==> src/rtl/kronos_ex_sequencer_pkg.sv <==
// Shared types for the Kronos execute-stage sequencer.
// Holds the sequencer state enum and the system-op codes.
package kronos_ex_sequencer_pkg;

    typedef enum logic [2:0] {
        STEADY,
        MC,
        TRAP,
        RETURN,
        WFINTR,
        JUMP
    } ex_state_e;

    localparam logic [1:0] ECALL  = 2'b00;
    localparam logic [1:0] EBREAK = 2'b01;
    localparam logic [1:0] MRET   = 2'b10;
    localparam logic [1:0] WFI    = 2'b11;

endpackage

==> src/rtl/kronos_ex_sequencer_if.sv <==
// Decode-side / functional-unit bundle of the execute sequencer.
// master: decode stage and units; slave: the sequencer itself.
interface kronos_ex_sequencer_if #(
    parameter int NUM_MC = 3
);
    logic              decode_vld;
    logic              decode_rdy;
    logic [31:0]       decode_pc;
    logic              dec_basic;
    logic              dec_fence;
    logic [NUM_MC-1:0] dec_mc_sel;
    logic              dec_system;
    logic [1:0]        dec_sysop;
    logic              exception;
    logic              core_interrupt;
    logic              stbuf_empty;
    logic [NUM_MC-1:0] mc_vld;
    logic [NUM_MC-1:0] mc_rdy;
    logic              instr_vld;
    logic              activate_trap;
    logic              return_trap;
    logic              trap_jump;

    modport master (
        output decode_vld, decode_pc, dec_basic, dec_fence,
        output dec_mc_sel, dec_system, dec_sysop, exception,
        output core_interrupt, stbuf_empty, mc_rdy, trap_jump,
        input  decode_rdy, mc_vld, instr_vld,
        input  activate_trap, return_trap
    );

    modport slave (
        input  decode_vld, decode_pc, dec_basic, dec_fence,
        input  dec_mc_sel, dec_system, dec_sysop, exception,
        input  core_interrupt, stbuf_empty, mc_rdy, trap_jump,
        output decode_rdy, mc_vld, instr_vld,
        output activate_trap, return_trap
    );
endinterface

==> src/rtl/kronos_ex_sequencer_trap_log.sv <==
// kronos_trap_log_fifo: trap-PC log with sticky overflow flag.
// push_i/din_i in; vld_o/rdy_i/dout_o head pop; ovf_o cleared by clr_i.
module kronos_trap_log_fifo #(
    parameter int WIDTH = 32,
    parameter int DEPTH = 4
) (
    input  logic             clk,
    input  logic             rstz,
    input  logic             push_i,
    input  logic [WIDTH-1:0] din_i,
    input  logic             rdy_i,
    input  logic             clr_i,
    output logic             vld_o,
    output logic [WIDTH-1:0] dout_o,
    output logic             ovf_o
);
    localparam int PW = $clog2(DEPTH);
    localparam int CW = PW + 1;

    logic [WIDTH-1:0] mem_q [DEPTH];
    logic [PW-1:0]    wr_q, rd_q;
    logic [CW-1:0]    cnt_q, cnt_d;
    logic             ovf_q;
    logic             full, pop, wr_en, drop;

    assign full   = (cnt_q == CW'(DEPTH));
    assign vld_o  = (cnt_q != '0);
    assign pop    = vld_o & rdy_i;
    // a pop in the same cycle frees the slot the push needs
    assign wr_en  = push_i & (~full | pop);
    assign drop   = push_i & full & ~pop;
    assign cnt_d  = cnt_q + CW'(wr_en) - CW'(pop);
    assign dout_o = vld_o ? mem_q[rd_q] : '0;
    assign ovf_o  = ovf_q;

    always_ff @(posedge clk) begin
        if (wr_en) mem_q[wr_q] <= din_i;
    end

    always_ff @(posedge clk or negedge rstz) begin
        if (!rstz) begin
            wr_q  <= '0;
            rd_q  <= '0;
            cnt_q <= '0;
            ovf_q <= 1'b0;
        end else begin
            if (wr_en) wr_q <= wr_q + 1'b1;
            if (pop)   rd_q <= rd_q + 1'b1;
            cnt_q <= cnt_d;
            // a fresh overflow beats a simultaneous clear
            ovf_q <= drop | (ovf_q & ~clr_i);
        end
    end
endmodule

==> src/rtl/kronos_ex_sequencer.sv <==
// Execute-stage sequencer: gates issue, sequences multi-cycle units,
// traps, returns and WFI. bus: decode/unit bundle; trap_log_*: PC log.
module kronos_ex_sequencer
    import kronos_ex_sequencer_pkg::*;
#(
    parameter int NUM_MC         = 3,
    parameter bit FENCE_DRAIN    = 1'b1,
    parameter int TRAP_LOG_DEPTH = 4
) (
    input  logic        clk,
    input  logic        rstz,
    kronos_ex_sequencer_if.slave bus,
    output logic        instret,
    output logic [31:0] exec_pc,
    output logic        trap_log_vld,
    input  logic        trap_log_rdy,
    output logic [31:0] trap_log_pc,
    output logic        trap_log_ovf,
    input  logic        trap_log_clr
);
    localparam int IW = (NUM_MC > 1) ? $clog2(NUM_MC) : 1;

    ex_state_e         state_q, state_d;
    logic [IW-1:0]     mc_idx_q, mc_idx_d, sel_idx;
    logic [NUM_MC-1:0] mc_vld;
    logic [31:0]       exec_pc_q;
    logic              instret_q, evt_q;
    logic              sel_any, sel_rdy, instr_vld, fence_hold;
    logic              accept, trap_now, trap_push;

    // lowest set select bit wins
    always_comb begin
        sel_any = 1'b0;
        sel_idx = '0;
        for (int i = NUM_MC - 1; i >= 0; i--) begin
            if (bus.dec_mc_sel[i]) begin
                sel_any = 1'b1;
                sel_idx = IW'(i);
            end
        end
    end

    assign sel_rdy   = bus.mc_rdy[sel_idx];
    assign instr_vld = bus.decode_vld & (state_q == STEADY)
                     & ~bus.exception & ~bus.core_interrupt;
    assign fence_hold = FENCE_DRAIN & bus.dec_fence
                      & instr_vld & ~bus.stbuf_empty;

    always_comb begin
        mc_vld = '0;
        for (int i = 0; i < NUM_MC; i++) begin
            mc_vld[i] = (instr_vld & sel_any & (sel_idx == IW'(i)))
                      | ((state_q == MC) & (mc_idx_q == IW'(i)));
        end
    end

    assign bus.mc_vld        = mc_vld;
    assign bus.instr_vld     = instr_vld;
    assign bus.decode_rdy    = (instr_vld & bus.dec_basic & ~fence_hold)
                             | (|(mc_vld & bus.mc_rdy));
    assign bus.activate_trap = (state_q == TRAP);
    assign bus.return_trap   = (state_q == RETURN);

    always_comb begin
        state_d  = state_q;
        mc_idx_d = mc_idx_q;
        unique case (state_q)
            STEADY: begin
                if (bus.decode_vld) begin
                    if (bus.core_interrupt || bus.exception) begin
                        state_d = TRAP;
                    end else if (bus.dec_system) begin
                        unique case (bus.dec_sysop)
                            ECALL, EBREAK: state_d = TRAP;
                            MRET:          state_d = RETURN;
                            default:       state_d = WFINTR;
                        endcase
                    end else if (sel_any && !sel_rdy) begin
                        state_d  = MC;
                        mc_idx_d = sel_idx;
                    end
                end
            end
            MC:      if (bus.mc_rdy[mc_idx_q]) state_d = STEADY;
            WFINTR:  if (bus.core_interrupt) state_d = TRAP;
            TRAP:    state_d = JUMP;
            RETURN:  state_d = JUMP;
            JUMP:    if (bus.trap_jump) state_d = STEADY;
            default: state_d = STEADY;
        endcase
    end

    assign accept    = bus.decode_vld & bus.decode_rdy;
    assign trap_now  = bus.exception | bus.trap_jump | bus.core_interrupt;
    // log only the rising edge of a trap condition
    assign trap_push = trap_now & ~evt_q;

    always_ff @(posedge clk or negedge rstz) begin
        if (!rstz) begin
            state_q   <= STEADY;
            mc_idx_q  <= '0;
            exec_pc_q <= '0;
            instret_q <= 1'b0;
            evt_q     <= 1'b0;
        end else begin
            state_q   <= state_d;
            mc_idx_q  <= mc_idx_d;
            if (accept) exec_pc_q <= bus.decode_pc;
            instret_q <= accept | (bus.dec_system & bus.trap_jump);
            evt_q     <= trap_now;
        end
    end

    assign instret = instret_q;
    assign exec_pc = exec_pc_q;

    // logs the PC held before this cycle's update
    kronos_trap_log_fifo #(
        .WIDTH (32),
        .DEPTH (TRAP_LOG_DEPTH)
    ) u_log (
        .clk    (clk),
        .rstz   (rstz),
        .push_i (trap_push),
        .din_i  (exec_pc_q),
        .rdy_i  (trap_log_rdy),
        .clr_i  (trap_log_clr),
        .vld_o  (trap_log_vld),
        .dout_o (trap_log_pc),
        .ovf_o  (trap_log_ovf)
    );
endmodule
==> src/flat_wrapper.sv <==
// flat-port wrapper written by rule: the top's interface ports become plain ports
module kronos_ex_sequencer_flat import kronos_ex_sequencer_pkg::*;
#(
    parameter int NUM_MC         = 3,
    parameter bit FENCE_DRAIN    = 1'b1,
    parameter int TRAP_LOG_DEPTH = 4
)
  (clk, rstz, instret, exec_pc, trap_log_vld, trap_log_rdy, trap_log_pc, trap_log_ovf, trap_log_clr, bus_decode_vld, bus_decode_pc, bus_dec_basic, bus_dec_fence, bus_dec_mc_sel, bus_dec_system, bus_dec_sysop, bus_exception, bus_core_interrupt, bus_stbuf_empty, bus_mc_rdy, bus_trap_jump, bus_decode_rdy, bus_mc_vld, bus_instr_vld, bus_activate_trap, bus_return_trap);
  kronos_ex_sequencer_if #(.NUM_MC(NUM_MC)) bus_i ();
  input  logic clk;
  input  logic rstz;
  output logic instret;
  output logic [31:0] exec_pc;
  output logic trap_log_vld;
  input  logic trap_log_rdy;
  output logic [31:0] trap_log_pc;
  output logic trap_log_ovf;
  input  logic trap_log_clr;
  input wire logic [$bits(bus_i.decode_vld)-1:0] bus_decode_vld;
  input wire logic [$bits(bus_i.decode_pc)-1:0] bus_decode_pc;
  input wire logic [$bits(bus_i.dec_basic)-1:0] bus_dec_basic;
  input wire logic [$bits(bus_i.dec_fence)-1:0] bus_dec_fence;
  input wire logic [$bits(bus_i.dec_mc_sel)-1:0] bus_dec_mc_sel;
  input wire logic [$bits(bus_i.dec_system)-1:0] bus_dec_system;
  input wire logic [$bits(bus_i.dec_sysop)-1:0] bus_dec_sysop;
  input wire logic [$bits(bus_i.exception)-1:0] bus_exception;
  input wire logic [$bits(bus_i.core_interrupt)-1:0] bus_core_interrupt;
  input wire logic [$bits(bus_i.stbuf_empty)-1:0] bus_stbuf_empty;
  input wire logic [$bits(bus_i.mc_rdy)-1:0] bus_mc_rdy;
  input wire logic [$bits(bus_i.trap_jump)-1:0] bus_trap_jump;
  output wire logic [$bits(bus_i.decode_rdy)-1:0] bus_decode_rdy;
  output wire logic [$bits(bus_i.mc_vld)-1:0] bus_mc_vld;
  output wire logic [$bits(bus_i.instr_vld)-1:0] bus_instr_vld;
  output wire logic [$bits(bus_i.activate_trap)-1:0] bus_activate_trap;
  output wire logic [$bits(bus_i.return_trap)-1:0] bus_return_trap;
  assign bus_i.decode_vld = bus_decode_vld;
  assign bus_i.decode_pc = bus_decode_pc;
  assign bus_i.dec_basic = bus_dec_basic;
  assign bus_i.dec_fence = bus_dec_fence;
  assign bus_i.dec_mc_sel = bus_dec_mc_sel;
  assign bus_i.dec_system = bus_dec_system;
  assign bus_i.dec_sysop = bus_dec_sysop;
  assign bus_i.exception = bus_exception;
  assign bus_i.core_interrupt = bus_core_interrupt;
  assign bus_i.stbuf_empty = bus_stbuf_empty;
  assign bus_i.mc_rdy = bus_mc_rdy;
  assign bus_i.trap_jump = bus_trap_jump;
  assign bus_decode_rdy = bus_i.decode_rdy;
  assign bus_mc_vld = bus_i.mc_vld;
  assign bus_instr_vld = bus_i.instr_vld;
  assign bus_activate_trap = bus_i.activate_trap;
  assign bus_return_trap = bus_i.return_trap;
  kronos_ex_sequencer #(.NUM_MC(NUM_MC), .FENCE_DRAIN(FENCE_DRAIN), .TRAP_LOG_DEPTH(TRAP_LOG_DEPTH)) u_core (.clk(clk), .rstz(rstz), .bus(bus_i), .instret(instret), .exec_pc(exec_pc), .trap_log_vld(trap_log_vld), .trap_log_rdy(trap_log_rdy), .trap_log_pc(trap_log_pc), .trap_log_ovf(trap_log_ovf), .trap_log_clr(trap_log_clr));
endmodule
==> config.mk <==
export PLATFORM = sky130hd
export DESIGN_NAME = kronos_ex_sequencer_flat
export DESIGN_NICKNAME = d
export VERILOG_FILES = /design/src/rtl/kronos_ex_sequencer_pkg.sv /design/src/rtl/kronos_ex_sequencer_if.sv /design/src/rtl/kronos_ex_sequencer_trap_log.sv /design/src/rtl/kronos_ex_sequencer.sv /design/src/flat_wrapper.sv
export SDC_FILE = /design/constraint.sdc
export NUM_CORES = 1
export LEC_CHECK = 0
export BUFFER_PORTS_ARGS = -buffer_cell sky130_fd_sc_hd__clkbuf_2
export CAP_MARGIN = 20
export CORE_ASPECT_RATIO = 0.75
export CORE_MARGIN = 4
export CORE_UTILIZATION = 40
export CTS_BUF_LIST = sky130_fd_sc_hd__clkbuf_4 sky130_fd_sc_hd__clkbuf_8
export CTS_CLUSTER_DIAMETER = 50
export CTS_CLUSTER_SIZE = 16
export DETAILED_ROUTE_END_ITERATION = 10
export GPL_TIMING_DRIVEN = 0
export PLACE_DENSITY = 0.66
export SETUP_SLACK_MARGIN = 0.15
export SLEW_MARGIN = 5
export SYNTH_ARGS = -nofsm -noshare
export SYNTH_HDL_FRONTEND = slang
export SYNTH_HIERARCHICAL = 1
export SYNTH_SLANG_ARGS = --single-unit
==> constraint.sdc <==
create_clock -name clk -period 2.7 [get_ports clk]
set_clock_uncertainty 0.2 [all_clocks]
set_input_delay 0.135 -clock clk [delete_from_list [all_inputs] [get_ports clk]]
set_output_delay 0.135 -clock clk [all_outputs]
set_load 0.02 [all_outputs]
==> flow_metrics.py <==
metrics = {
    "global_routing": {
        "grt_pass1_vias": 4383,
        "grtUsageTotal_pct": 15.2,
        "antenna_found_initial": 0,
        "grt_overflow_total": 0,
        "grt_pass1_wl_um": 23600,
        "grt_max_degree": 48,
    },
    "worst_hold_path": {
        "hp-class": "input port to register",
        "min_from": "bus_exception",
        "min_to": "u_core/state_q[1]",
        "hold_depth": 3,
    },
    "routing": {
        "drc_errors": 0,
        "vias_per_cell": 4.86,
        "vias": 4069,
        "final_antenna_net_count": 0,
        "wl_per_cell_um": 17.8,
        "wl_um": 14900,
        "dr.pass1.iters": 4,
        "drt-initial-drc-count": 239,
    },
    "cts": {
        "root_buffer": "clkbuf_8",
        "clkTransAtPathRegs_ns": 0.09,
        "cts_tree": "done",
        "numCtsBuffers": 17,
        "cts_num_sinks": 175,
        "clockBufferDepth": 2,
        "htreeDepth": 4,
        "clk_latency_ns": 0.45,
    },
    "critical_path": {
        "crit_top_cell": "buf_6",
        "r2r_start": "u_core/state_q[0]",
        "ff2ff_setup_slack_ns": 0.18,
        "crit_fanout": 10,
        "reg2regPathDepth": 8,
        "crit_family": "buffers and inverters",
        "end_kind": "register",
        "crit_chain": "buf_6 -> nor3b_2 -> a22o_1 -> and2_4 -> o41ai_4 -> buf_4 -> buf_6 -> mux2_4",
        "criticalPathCategory": "register to register",
        "r2r-end": "u_core/exec_pc[13]",
        "critPathSlowestCell": "dfrtp_1",
        "critPathLaunchType": "register",
        "crit_path_max_incr_delay_ns": 0.38,
        "crit_buf_inv": 3,
        "cp-startpoint": "u_core/state_q[0]",
        "cp.depth": 8,
        "cp_data_arrival_time_ns": 2.65,
        "cp.required_ns": 2.83,
    },
    "finish": {
        "final_util_pct": 53.0,
        "final_nets": 642,
        "drive_gt1_share_pct": 45.0,
        "final_cells": 838,
        "n_fill_cell": 1468,
        "n_antenna_cell": 0,
        "area_delta_synth_final_pct": 29.7,
    },
    "synth": {
        "yosys-top-cells-area": "edfxtp_1, dfrtp_1, mux4_2, mux2_4, and2_1",
        "synth_top_cell_area_share_pct": 53.1,
        "synth_flop_cell": "edfxtp_1",
        "synth_cell_types": 42,
        "synth-edff-count": 128,
        "synth_top_cell_by_area": "edfxtp_1",
        "syn_area_sq_um": 7240,
        "synthTopCellsByCount": "edfxtp_1, dfrtp_1, and2_1",
        "synth_warnings": 6,
        "syn_area_per_cell_sq_um": 19.2,
        "synth_fp_nets": 436,
        "ys_seq_area_share_pct": 69.4,
        "synthArstFlopShare_pct": 26.9,
        "synth_cells": 377,
        "ys_ff_latch": 175,
        "yosysMostFrequentCell": "edfxtp_1",
    },
    "place": {
        "place_congestion": 0.839,
        "port_buffers": 125,
        "dp_hpwl_um": 9260,
        "dp.cells": 748,
    },
    "floorplan": {
        "rows": 42,
        "die_x_um": 163,
        "die_h_um": 124,
        "die_area_sq_um": 20300,
        "io_pins": 126,
        "initial_core_util_pct": 40.9,
        "core_sq_um": 17700,
    },
    "sta": {
        "tns_ns": 0,
        "rsz0062_at_grt": "true",
        "setup_violations": 0,
        "period_share_pct": 93.3,
        "max_clock_freq_mhz": 397,
        "finalHoldViolCount": 0,
        "tightest_slew_ns": 0.761,
        "fin_crit_ns": 2.52,
        "slew_violations": 0,
        "slew_headroom_pct": 49.2,
    },
    "power_and_ir_drop": {
        "cellLeakagePower_nw": 3.76,
        "p_int_w": 0.00668,
        "seq_power_share_pct": 40.3,
        "p_per_area_nw_per_um2": 1080,
        "combPwrFrac_pct": 38.5,
        "total_power_w": 0.0102,
        "switching_power_w": 0.00347,
        "p_clk_share_pct": 21.2,
        "switching_share_pct": 34.2,
        "ir_drop_mv": 0.452,
    },
    "flow_run": {
        "max_cap_violations": 0,
    },
    "run_status": {
        "outcome": "finished, final reports clean",
    },
}
worst max-delay path by stage:
stage	endpoint
global placement	u_core/u_log/mem_q[0][15]
finish	u_core/exec_pc[13]
floorplan	u_core/u_log/cnt_q[2]
CTS	u_core/u_log/cnt_q[2]
detailed placement	u_core/u_log/cnt_q[2]
global route	u_core/u_log/cnt_q[2]
registers in the layout (all words and copies together) (netlist names):
register / count
u_core/u_log/mem_q: 128
u_core/exec_pc: 32
u_core/state_q: 3
u_core/u_log/cnt_q: 3
u_core/mc_idx_q: 2
u_core/u_log/rd_q: 2
u_core/u_log/wr_q: 2
u_core/evt_q: 1
u_core/instret: 1
u_core/u_log/ovf_o: 1
power groups by stage:
stage | registers (W) | logic (W) | clock network [W]
final | 0.00409 | 0.00391 | 0.00215
after global routing | 0.00418 | 0.00420 | 0.00231
after CTS | 0.00410 | 0.00385 | 0.00220
after detailed placement | 0.00417 | 0.00374 | 0
after global placement | 0.00411 | 0.00368 | 0
after floorplan | 0.00433 | 0.00235 | 0
logic make-up (layout without fill, tap and decap cells):
family	count (synthesis)	count (layout)	synth area share, %
DFF	175	175	69.4
and+or+nand+nor	80	80	6.90
muxes	70	70	17.5
buffers and inverters	25	244	2.59
AOI/OAI and AO/OA	15	15	1.71
adders and majority gates	7	7	1.31
xor gates and xnor gates	5	5	0.605
cell usage in the layout (no fill, tap or decap), types with 5 or more instances in the layout:
cell type,Yosys,final
mux2_2,6,6
mux4_2,28,28
inv_6,0,5
dfrtp_1,47,47
buf_6,5,6
bufinv_16,0,5
nand2_1,9,9
mux2_4,29,29
and2_1,39,33
buf_4,1,10
clkbuf_2,0,124
edfxtp_1,128,128
buf_12,3,5
clkbuf_8,0,19
dlygate4sd3_1,0,49
inv_1,8,7
cell type report:
class	count	area, sq um	share of cell area (%)
plain buffers	17	165	1.76
clock buffers	19	262	2.78
clock inverters	13	219	2.33
inverters	8	30.0	0.320
multi-input cells	177	2110	22.5
flip-flops and latches	175	5020	53.5
well taps	242	303	3.22
repair buffers	187	1280	13.6
tightest hold or removal path: cells and delay by family:
family                 cells  cell delay (ns)
and+or+nand+nor            1             0.29
buffers and inverters      1             0.12
AOI/OAI and AO/OA          1             0.08
layer usage:
| layer | wire length [um] | global-route usage [%] |
|---|---|---|
| met3 | 890 | 3.94 |
| met2 | 7320 | 25.1 |
| met5 | 0 | 0 |
| met4 | 180 | 4.93 |
| met1 | 6500 | 19.8 |
timing repair:
| item | CTS | global route |
|---|---|---|
| pin swaps | 1 | 8 |
| setup buffers | 3 | 6 |
| hold buffers | 49 | 0 |
| endpoints found under the setup margin | 40 | 23 |
| gates cloned | 0 | 0 |
| gates resized for setup | 3 | 17 |
| hold endpoints to repair | 88 | 0 |
through the flow:
stage / instance area, sq um / hold WS (ns) / setup WS [ns]
final: 9390 / 0.0571 / 0.181
after global routing: 9390 / 0.00609 / 0.142
after CTS: 9270 / 0.00553 / 0.0133
after detailed placement: 8270 / 0.0842 / -0.113
after global placement: 8170 / 0.127 / -0.383
after floorplan: 7240 / -0.361 / 0.159
Power figures use the tool's default switching activity.
